--- config.mk ---
export PLATFORM = sky130hd
export DESIGN_NAME = rf_wb_arbiter_flat
export DESIGN_NICKNAME = d
export VERILOG_FILES = /design/src/rtl/rf_wb_arbiter_if.sv /design/src/rtl/rf_wb_arbiter.sv /design/src/flat_wrapper.sv
export SDC_FILE = /design/constraint.sdc
export NUM_CORES = 1
export LEC_CHECK = 0
export CORE_MARGIN = 10
export CORE_UTILIZATION = 41
export DETAILED_ROUTE_END_ITERATION = 10
export HOLD_SLACK_MARGIN = 0.02
export PLACE_DENSITY_LB_ADDON = 0.2
export SYNTH_ARGS = -nofsm -noshare
export SYNTH_HDL_FRONTEND = slang
export SYNTH_SLANG_ARGS = --single-unit
--- constraint.sdc ---
create_clock -name clk_i -period 3.7 [get_ports clk_i]
set_input_delay 0.74 -clock clk_i [delete_from_list [all_inputs] [get_ports clk_i]]
set_output_delay 0.74 -clock clk_i [all_outputs]
set_load 0.05 [all_outputs]
--- src/rtl/rf_wb_arbiter_if.sv ---
// ---------------------------------------------------------------------------
// rf_wb_arbiter_if
// Bundle of every signal between the RV32I core (pipeline writeback, LSU
// response path, H.264 accelerator result port) and the register-file
// write-port arbiter.
//   master : core side, drives the wb_*, lsu_* and acc_* request signals
//   slave  : arbiter side, drives acc_gnt_o, stall_o, rf_* and ld_timeout_o
// ---------------------------------------------------------------------------
interface rf_wb_arbiter_if;
  logic        wb_valid_i;
  logic [1:0]  wb_sel_i;
  logic [4:0]  wb_rd_i;
  logic [31:0] alu_result_i;
  logic [31:0] pc4_i;
  logic        lsu_rsp_valid_i;
  logic [31:0] lsu_rsp_data_i;
  logic        acc_req_i;
  logic [4:0]  acc_rd_i;
  logic [31:0] acc_data_i;
  logic        acc_gnt_o;
  logic        stall_o;
  logic        rf_we_o;
  logic [4:0]  rf_waddr_o;
  logic [31:0] rf_wdata_o;
  logic        ld_timeout_o;

  modport master (
    output wb_valid_i, wb_sel_i, wb_rd_i, alu_result_i, pc4_i,
    output lsu_rsp_valid_i, lsu_rsp_data_i,
    output acc_req_i, acc_rd_i, acc_data_i,
    input  acc_gnt_o, stall_o, rf_we_o, rf_waddr_o, rf_wdata_o, ld_timeout_o
  );

  modport slave (
    input  wb_valid_i, wb_sel_i, wb_rd_i, alu_result_i, pc4_i,
    input  lsu_rsp_valid_i, lsu_rsp_data_i,
    input  acc_req_i, acc_rd_i, acc_data_i,
    output acc_gnt_o, stall_o, rf_we_o, rf_waddr_o, rf_wdata_o, ld_timeout_o
  );
endinterface

--- src/rtl/rf_wb_arbiter.sv ---
// ---------------------------------------------------------------------------
// rf_wb_arbiter
// Owns the single RF write port. Chooses between the pipeline writeback
// (ALU result / PC+4), late load responses and the accelerator, stalls the
// pipeline while a load is outstanding or the accelerator is being forced in,
// and registers the resulting write strobe/address/data.
// Ports:
//   clk_i   : clock, all state on rising edge
//   rst_ni  : asynchronous active-low reset
//   bus     : rf_wb_arbiter_if.slave (writeback, LSU, accelerator, RF write)
// Parameters:
//   STARVE_MAX : ungranted accelerator cycles before a forced grant (>=1)
//   LD_TIMEOUT : WAIT_LD cycles without a response before abort (>=1)
// ---------------------------------------------------------------------------
module rf_wb_arbiter #(
  parameter int unsigned STARVE_MAX = 8,
  parameter int unsigned LD_TIMEOUT = 255
) (
  input  logic           clk_i,
  input  logic           rst_ni,
  rf_wb_arbiter_if.slave bus
);
  localparam logic [1:0] S_IDLE      = 2'd0;
  localparam logic [1:0] S_WAIT_LD   = 2'd1;
  localparam logic [1:0] S_ACC_FORCE = 2'd2;

  localparam int unsigned TW = $clog2(LD_TIMEOUT + 1);
  localparam int unsigned SW = $clog2(STARVE_MAX + 1);
  localparam logic [TW-1:0] TMO_LIMIT = TW'(LD_TIMEOUT);
  localparam logic [SW-1:0] STV_LIMIT = SW'(STARVE_MAX);

  logic [1:0]    r_state, w_state_nxt;
  logic [TW-1:0] r_tmo, w_tmo_nxt;
  logic [SW-1:0] r_starve, w_starve_nxt;
  logic [4:0]    r_ld_rd, w_ld_rd_nxt;

  logic        w_pipe_wr, w_wb_load, w_force_go;
  logic        w_gnt, w_stall, w_tmo_hit;
  logic        w_wr_en, w_we_eff;
  logic [4:0]  w_wr_rd;
  logic [31:0] w_wr_data;

  logic        r_we, r_tmo_pulse;
  logic [4:0]  r_waddr;
  logic [31:0] r_wdata;

  assign w_pipe_wr = bus.wb_valid_i & ((bus.wb_sel_i == 2'b01) | (bus.wb_sel_i == 2'b10));
  assign w_wb_load = bus.wb_valid_i & (bus.wb_sel_i == 2'b00);
  // IDLE only: this ungranted cycle would bring the starve count to its limit.
  assign w_force_go = bus.acc_req_i & ~w_gnt & ((r_starve + SW'(1)) == STV_LIMIT);

  // Next-state, grant/stall and write-port selection.
  always_comb begin
    w_state_nxt  = r_state;
    w_tmo_nxt    = r_tmo;
    w_starve_nxt = r_starve;
    w_ld_rd_nxt  = r_ld_rd;
    w_gnt        = 1'b0;
    w_stall      = 1'b0;
    w_tmo_hit    = 1'b0;
    w_wr_en      = 1'b0;
    w_wr_rd      = 5'd0;
    w_wr_data    = 32'd0;
    case (r_state)
      S_IDLE: begin
        w_gnt = bus.acc_req_i & ~w_pipe_wr & ~w_wb_load;
        if (w_wb_load & bus.lsu_rsp_valid_i) begin
          w_wr_en   = 1'b1;
          w_wr_rd   = bus.wb_rd_i;
          w_wr_data = bus.lsu_rsp_data_i;
        end else if (w_wb_load) begin
          w_stall     = 1'b1;
          w_ld_rd_nxt = bus.wb_rd_i;
          w_tmo_nxt   = {TW{1'b0}};
        end else if (w_pipe_wr) begin
          w_wr_en   = 1'b1;
          w_wr_rd   = bus.wb_rd_i;
          w_wr_data = (bus.wb_sel_i == 2'b01) ? bus.alu_result_i : bus.pc4_i;
        end else if (w_gnt) begin
          w_wr_en   = 1'b1;
          w_wr_rd   = bus.acc_rd_i;
          w_wr_data = bus.acc_data_i;
        end else begin
          w_wr_en = 1'b0;
        end
        if (bus.acc_req_i & ~w_gnt) begin
          w_starve_nxt = r_starve + SW'(1);
        end else begin
          w_starve_nxt = {SW{1'b0}};
        end
        // A forced cycle wins over recording a new load; the held load is
        // re-presented once the forced cycle is over.
        if (w_force_go) begin
          w_state_nxt = S_ACC_FORCE;
        end else if (w_wb_load & ~bus.lsu_rsp_valid_i) begin
          w_state_nxt = S_WAIT_LD;
        end else begin
          w_state_nxt = S_IDLE;
        end
      end
      S_WAIT_LD: begin
        // Starve count is frozen here: no grant is possible while waiting.
        if (bus.lsu_rsp_valid_i) begin
          w_wr_en     = 1'b1;
          w_wr_rd     = r_ld_rd;
          w_wr_data   = bus.lsu_rsp_data_i;
          w_state_nxt = S_IDLE;
        end else if (r_tmo == TMO_LIMIT) begin
          w_wr_en     = 1'b1;
          w_wr_rd     = r_ld_rd;
          w_wr_data   = 32'd0;
          w_tmo_hit   = 1'b1;
          w_state_nxt = S_IDLE;
        end else begin
          w_stall   = 1'b1;
          w_tmo_nxt = r_tmo + TW'(1);
        end
      end
      S_ACC_FORCE: begin
        w_stall = 1'b1;
        w_gnt   = bus.acc_req_i;
        if (w_gnt) begin
          w_wr_en   = 1'b1;
          w_wr_rd   = bus.acc_rd_i;
          w_wr_data = bus.acc_data_i;
        end else begin
          w_wr_en = 1'b0;
        end
        w_starve_nxt = {SW{1'b0}};
        w_state_nxt  = S_IDLE;
      end
      default: begin
        w_starve_nxt = {SW{1'b0}};
        w_state_nxt  = S_IDLE;
      end
    endcase
  end

  // x0 is hard-wired zero: the decision proceeds but the strobe is dropped.
  assign w_we_eff = w_wr_en & (w_wr_rd != 5'd0);

  // State, counters and registered RF write port.
  always_ff @(posedge clk_i or negedge rst_ni) begin
    if (!rst_ni) begin
      r_state     <= S_IDLE;
      r_tmo       <= {TW{1'b0}};
      r_starve    <= {SW{1'b0}};
      r_ld_rd     <= 5'd0;
      r_we        <= 1'b0;
      r_waddr     <= 5'd0;
      r_wdata     <= 32'd0;
      r_tmo_pulse <= 1'b0;
    end else begin
      r_state     <= w_state_nxt;
      r_tmo       <= w_tmo_nxt;
      r_starve    <= w_starve_nxt;
      r_ld_rd     <= w_ld_rd_nxt;
      r_we        <= w_we_eff;
      r_waddr     <= w_we_eff ? w_wr_rd : 5'd0;
      r_wdata     <= w_we_eff ? w_wr_data : 32'd0;
      r_tmo_pulse <= w_tmo_hit;
    end
  end

  assign bus.acc_gnt_o    = w_gnt;
  assign bus.stall_o      = w_stall;
  assign bus.rf_we_o      = r_we;
  assign bus.rf_waddr_o   = r_waddr;
  assign bus.rf_wdata_o   = r_wdata;
  assign bus.ld_timeout_o = r_tmo_pulse;
endmodule
--- src/flat_wrapper.sv ---
// flat-port wrapper written by rule: the top's interface ports become plain ports
module rf_wb_arbiter_flat 
#(
  parameter int unsigned STARVE_MAX = 8,
  parameter int unsigned LD_TIMEOUT = 255
)
  (clk_i, rst_ni, bus_wb_valid_i, bus_wb_sel_i, bus_wb_rd_i, bus_alu_result_i, bus_pc4_i, bus_lsu_rsp_valid_i, bus_lsu_rsp_data_i, bus_acc_req_i, bus_acc_rd_i, bus_acc_data_i, bus_acc_gnt_o, bus_stall_o, bus_rf_we_o, bus_rf_waddr_o, bus_rf_wdata_o, bus_ld_timeout_o);
  rf_wb_arbiter_if bus_i ();
  input  logic clk_i;
  input  logic rst_ni;
  input wire logic [$bits(bus_i.wb_valid_i)-1:0] bus_wb_valid_i;
  input wire logic [$bits(bus_i.wb_sel_i)-1:0] bus_wb_sel_i;
  input wire logic [$bits(bus_i.wb_rd_i)-1:0] bus_wb_rd_i;
  input wire logic [$bits(bus_i.alu_result_i)-1:0] bus_alu_result_i;
  input wire logic [$bits(bus_i.pc4_i)-1:0] bus_pc4_i;
  input wire logic [$bits(bus_i.lsu_rsp_valid_i)-1:0] bus_lsu_rsp_valid_i;
  input wire logic [$bits(bus_i.lsu_rsp_data_i)-1:0] bus_lsu_rsp_data_i;
  input wire logic [$bits(bus_i.acc_req_i)-1:0] bus_acc_req_i;
  input wire logic [$bits(bus_i.acc_rd_i)-1:0] bus_acc_rd_i;
  input wire logic [$bits(bus_i.acc_data_i)-1:0] bus_acc_data_i;
  output wire logic [$bits(bus_i.acc_gnt_o)-1:0] bus_acc_gnt_o;
  output wire logic [$bits(bus_i.stall_o)-1:0] bus_stall_o;
  output wire logic [$bits(bus_i.rf_we_o)-1:0] bus_rf_we_o;
  output wire logic [$bits(bus_i.rf_waddr_o)-1:0] bus_rf_waddr_o;
  output wire logic [$bits(bus_i.rf_wdata_o)-1:0] bus_rf_wdata_o;
  output wire logic [$bits(bus_i.ld_timeout_o)-1:0] bus_ld_timeout_o;
  assign bus_i.wb_valid_i = bus_wb_valid_i;
  assign bus_i.wb_sel_i = bus_wb_sel_i;
  assign bus_i.wb_rd_i = bus_wb_rd_i;
  assign bus_i.alu_result_i = bus_alu_result_i;
  assign bus_i.pc4_i = bus_pc4_i;
  assign bus_i.lsu_rsp_valid_i = bus_lsu_rsp_valid_i;
  assign bus_i.lsu_rsp_data_i = bus_lsu_rsp_data_i;
  assign bus_i.acc_req_i = bus_acc_req_i;
  assign bus_i.acc_rd_i = bus_acc_rd_i;
  assign bus_i.acc_data_i = bus_acc_data_i;
  assign bus_acc_gnt_o = bus_i.acc_gnt_o;
  assign bus_stall_o = bus_i.stall_o;
  assign bus_rf_we_o = bus_i.rf_we_o;
  assign bus_rf_waddr_o = bus_i.rf_waddr_o;
  assign bus_rf_wdata_o = bus_i.rf_wdata_o;
  assign bus_ld_timeout_o = bus_i.ld_timeout_o;
  rf_wb_arbiter #(.STARVE_MAX(STARVE_MAX), .LD_TIMEOUT(LD_TIMEOUT)) u_core (.clk_i(clk_i), .rst_ni(rst_ni), .bus(bus_i));
endmodule
After elaboration in Yosys (flattened, before gate mapping). Cells that the tools add are included.

Logic and storage cells: 90. Bits in latches: 0. Memories: 0. Register bits after elaboration: 58. ROM bits: 0. Output and inout bits: 41. Bits of input ports: 145. RAM bits: 0.

Bitwise gates (word level): 17. Shift operators: 0. $add $sub $neg: 2. Order comparisons: 0. Multiplexer cells: 46. Multiply operators: 0. Equality and inequality tests: 11. Divide/modulo/power cells: 0. Reductions and logical operators: 6.

Operators by type and width (count): $mux 32 (8); $pmux 32 s3 (1); $mux 5 (8); $mux 8 (4); $pmux 8 s2 (1); $pmux 5 s3 (1); $mux 1 (14); $and 1x1->1 (10); $add 8x1->8 const B (1); $eq 8x8->1 const B (1); $pmux 4 s2 (1); $mux 2 (3); $ne 2x2->1 const B (3); $not 1->1 (6); $pmux 1 s3 (2); $reduce_and 5->1 (1); $reduce_bool 5->1 (1); $add 4x1->4 const B (1); $eq 2x1->1 const B (2); $eq 2x2->1 const B (2); $eq 4x4->1 const B (1); $logic_not 2->1 (2); $mux 4 (1); $pmux 2 s2 (1); other kinds (6) (6).

Longest topological paths before layout.
Word-level depth: 14. Mapped depth: 8. Mapped depth without buffers: 6.

Worst setup path before layout. OpenSTA, ideal clock, no wires.

Kind: input to output. From: input port bus_wb_sel_i[0]. To: output port bus_acc_gnt_o. Path buffers: 1. Stages: 5. Path slack: 0.740 ns. Data arrival time: 2.220 ns. Data required time: 2.960 ns. Cell sequence: inv_1 > ha_1 > or2_2 > a21oi_2 > clkbuf_1.

Cells in the longest elaborated chain, start to end: 7. Elaborated cells on any way between the ends: 11. Those cells by class: eq/ne: 2; mux: 1; bitwise: 7; reduce/logical: 1.

RTL lines: start: declaration (RTL line flat_wrapper.sv:12) `input wire logic [$bits(bus_i.wb_sel_i)-1:0] bus_wb_sel_i;`; $eq 2x1->1 / $eq 2x2->1 (equally long branches) (RTL line rf_wb_arbiter.sv:47) `assign w_pipe_wr = bus.wb_valid_i & ((bus.wb_sel_i == 2'b01) | (bus.wb_sel_i == 2'b10));`; $or 1x1->1 (RTL line rf_wb_arbiter.sv:47); $and 1x1->1 (RTL line rf_wb_arbiter.sv:47); $not 1->1 (RTL line rf_wb_arbiter.sv:66) `w_gnt = bus.acc_req_i & ~w_pipe_wr & ~w_wb_load;`; $and 1x1->1 (RTL line rf_wb_arbiter.sv:66); $and 1x1->1 * (RTL line rf_wb_arbiter.sv:66); $pmux 1 s2 * (RTL line rf_wb_arbiter.sv:64) `case (r_state)`; end: declaration (RTL line flat_wrapper.sv:21) `output wire logic [$bits(bus_i.acc_gnt_o)-1:0] bus_acc_gnt_o;`.

Every way passes the cells marked *; elsewhere a longest branch is shown, timed or not.

Final worst setup path.
From: input port bus_wb_valid_i. To: output port bus_stall_o.

Cells in the longest elaborated chain, start to end: 4. Elaborated cells on any way between the ends: 5. Those cells by class: mux: 3; bitwise: 2.

RTL lines: start: declaration (RTL line flat_wrapper.sv:11) `input wire logic [$bits(bus_i.wb_valid_i)-1:0] bus_wb_valid_i;`; $and 1x1->1 * (RTL line rf_wb_arbiter.sv:48) `assign w_wb_load = bus.wb_valid_i & (bus.wb_sel_i == 2'b00);`; $mux 1 / $and 1x1->1 (equally long branches) (RTL line rf_wb_arbiter.sv:71, rf_wb_arbiter.sv:67); $mux 1 * (RTL line rf_wb_arbiter.sv:67) `if (w_wb_load & bus.lsu_rsp_valid_i) begin`; $pmux 1 s3 * (RTL line rf_wb_arbiter.sv:64); end: declaration (RTL line flat_wrapper.sv:22) `output wire logic [$bits(bus_i.stall_o)-1:0] bus_stall_o;`.

Marked as above.

==> run metrics <==
Finish-stage setup viols 0; worst-margin pin slew approximately 1.3 ns; Synth cell types 41; arrival time worst endpoint 2.42 ns; Synth area leaders dfrtp_1 (47%), mux2_2 (12%), a222oi_1 (10%), nor2_1 (4.2%), nand2_1 (3.3%); number of antenna diodes 0; Setup Skew about 0.0057 ns; Routed Antenna Nets 0; Nets 625; Leakage between 2 and 2.5 nW; maxcap violations 0; Final Util 0.718; CTS clk-pin slew, worst paths approximately 0.060 ns; Seq/Total Area, Yosys 0.466; setup_tns 0 ns; share of Yosys cell area claimed by the top area cell type 0.466; CP Data Required Time about 3 ns; period utilization 0.855; Vias per Instance 5.52; Avg Cell Area, Syn between 10 and 15 um^2; fillers between 500 and 600; CTS Root Cell clkbuf_8; status finished, final reports clean; Post-synth ARST share 1.00; I/O pin cnt ~190; Post-Syn Area between 3000 and 4000 um^2; I/O Buffers 185; VDD IR max approximately 0.00018 V; first drt pass iteration count 6; pwr/cell area ~380 nW/um^2; Num CTS Buffers 9; synth-to-layout area growth 69.0%; Final Max Slew Viols 0; hold-fix buffers at CTS 0; later-pin clock latency in the skew report roughly 0.33 ns; Final min period between 3 and 4 ns; Die Ht roughly 110 um; Core ar. roughly 7300 um^2; design area 5260 um^2; sequential share of power 0.363; pin count of the biggest net entering global routing between 40 and 50; Syn Inst Count approximately 300; Net Sw Power 0.603 mW; Syn Nets roughly 440; Switching Fraction 0.305; Die X roughly 110 um; CTS tree yes; Post-synth top flop dfrtp_1; largest fanout on the critical path 8; CTS resizes 0; RSZ-0062 raised after global routing false; Post-synth EDFFs 0; drt initial violations between 200 and 300; postcts setup bufs 0; Fmax achieved 0.316 GHz; first-pass GRT wire length around 18000 um; htree depth 3; Final Power between 1.5 and 2 mW; Post-DP HPWL approximately 9400 um; wire per inst just over 20 um; share of cells above drive strength 1 0.131; post-synthesis register bit count 58; Hold WC Path Type reg2reg; critical path class in2out; DR vias ~3200; Worst setup EP type primary output; initial antenna violation count 0; clk sink count just under 60; Max-Slew Margin vs Limit 0.120; Remaining DRCs 0; R2R Setup Slk approximately 1.2 ns; placed cell areas 5040 um^2; GRT Util Overall 0.200; Synth area leader dfrtp_1; clk buf depth 2; Rows 31; combinational fraction of design power 0.314; routed wire length about 12000 um; clock power share 0.323; routability congestion estimate ~0.82; Int Power 1.38 mW; GRT overflow 0; Synth warnings 0; die area ~11000 um^2; initial core utilization 0.425; final hold viol count 0; vias in the first global route approximately 3500; Startpoint Class input pin
-- power groups by stage --
stage / Sequential, mW / Clock (mW) / Combinational, mW
floorplan: 0.864 / 0 / 0.186
global placement: 0.728 / 0 / 0.614
detailed placement: 0.730 / 0 / 0.622
CTS: 0.718 / 0.649 / 0.626
global route: 0.725 / 0.678 / 0.660
finish: 0.719 / 0.640 / 0.622
-- cell usage in the layout (no fill, tap or decap), types with 3 or more instances in the layout --
cell type and instances:
clkdlybuf4s50_1 182, dfrtp_1 58, nor2_1 35, mux2_2 33, a222oi_1 32, nand2_1 27, a21oi_1 10, o21ai_0 10
clkbuf_8 10, a21o_1 7, nand3_1 6, inv_1 5, a22o_1 5, ha_1 5, buf_4 5, or4_1 4
clkinv_2 4, nand2b_1 3, nor3b_1 3, or3_1 3
-- Yosys cell counts, types with 2 or more instances --
| cell type | n |
|---|---|
| buf_2 | 4 |
| and2_1 | 2 |
| nor3b_1 | 4 |
| inv_1 | 5 |
| a21oi_1 | 10 |
| a21o_1 | 7 |
| o31ai_1 | 2 |
| o21ai_0 | 10 |
| clkbuf_1 | 12 |
| nand2_1 | 27 |
| ha_1 | 5 |
| nand2b_1 | 3 |
| dfrtp_1 | 58 |
| nand3_1 | 6 |
| a222oi_1 | 32 |
| and4_1 | 2 |
| nor3_1 | 2 |
| or4_1 | 4 |
| nor2_1 | 35 |
| mux2_2 | 33 |
| a22o_1 | 5 |
| buf_6 | 4 |
| nor2b_1 | 2 |
| or3_1 | 3 |
-- state kept, by name, summed over array words and instances, names as in the netlist --
| name | cells |
|---|---|
| u_core.bus.rf_wdata_o | 32 |
| u_core.bus.rf_waddr_o | 5 |
| u_core.bus.rf_we_o | 1 |
| u_core.r_starve | 4 |
| u_core.r_state | 2 |
| u_core.r_tmo | 8 |
| u_core.r_ld_rd | 5 |
| u_core.bus.ld_timeout_o | 1 |
-- critical path: stages --
cell	delay, ns
clkdlybuf4s50_1	0.49
nor3b_1	0.46
nand3b_1	0.35
nand3_1	0.23
buf_12	0.15
-- routing by layer --
metal | up-vias | wire length (um) | GRT usage
li1 | 1487 | - | -
met1 | 1524 | 4380 | 0.209
met2 | 163 | 6080 | 0.344
met3 | 22 | 1260 | 0.0856
met4 | 0 | 305 | 0.0841
met5 | - | 0 | 0
-- cell type report --
class	instances	area (um^2)	share of cell area
inverter	6	22.5	0.00428
multi-input combinational	210	1540	0.293
sequential	58	1450	0.276
clock buffer	10	138	0.0262
tap	99	124	0.0235
clock inverter	6	80.1	0.0152
timing repair buffer	190	1900	0.362
-- final timing paths --
check,start,to,depth (start not counted)
max,bus_wb_valid_i,bus_stall_o,5
min,u_core.r_tmo[1],u_core.r_tmo[1],2
max reg2reg,u_core.r_state[1],u_core.bus.rf_wdata_o[13],4
min reg2reg,u_core.r_tmo[1],u_core.r_tmo[1],2
max in group asynchronous,rst_ni,u_core.bus.rf_wdata_o[13],2
min in group asynchronous,rst_ni,u_core.r_tmo[3],1
-- logic make-up (layout without fill, tap and decap cells) --
group                      after synthesis  in the layout  share of synthesized area
AOI/OAI and AO/OA                       72             72                      0.194
xor gates and xnor gates                 1              1                    0.00281
adders and majority gates                5              5                     0.0201
buffers and inverters                   26            212                     0.0426
DFF                                     58             58                      0.466
muxes                                   33             33                      0.119
and+or+nand+nor                         99             99                      0.155
-- metrics by stage --
stage | hold WS, ns | std cells | setup WS (ns)
final | 0.518 | 579 | 0.537
after global routing | 0.541 | 579 | 0.399
after CTS | 0.515 | 579 | 0.555
after detailed placement | 0.499 | 563 | 0.448
after global placement | 0.493 | 563 | 0.558
after floorplan | 0.444 | 294 | 0.740
(Power assumes the default switching activity.)
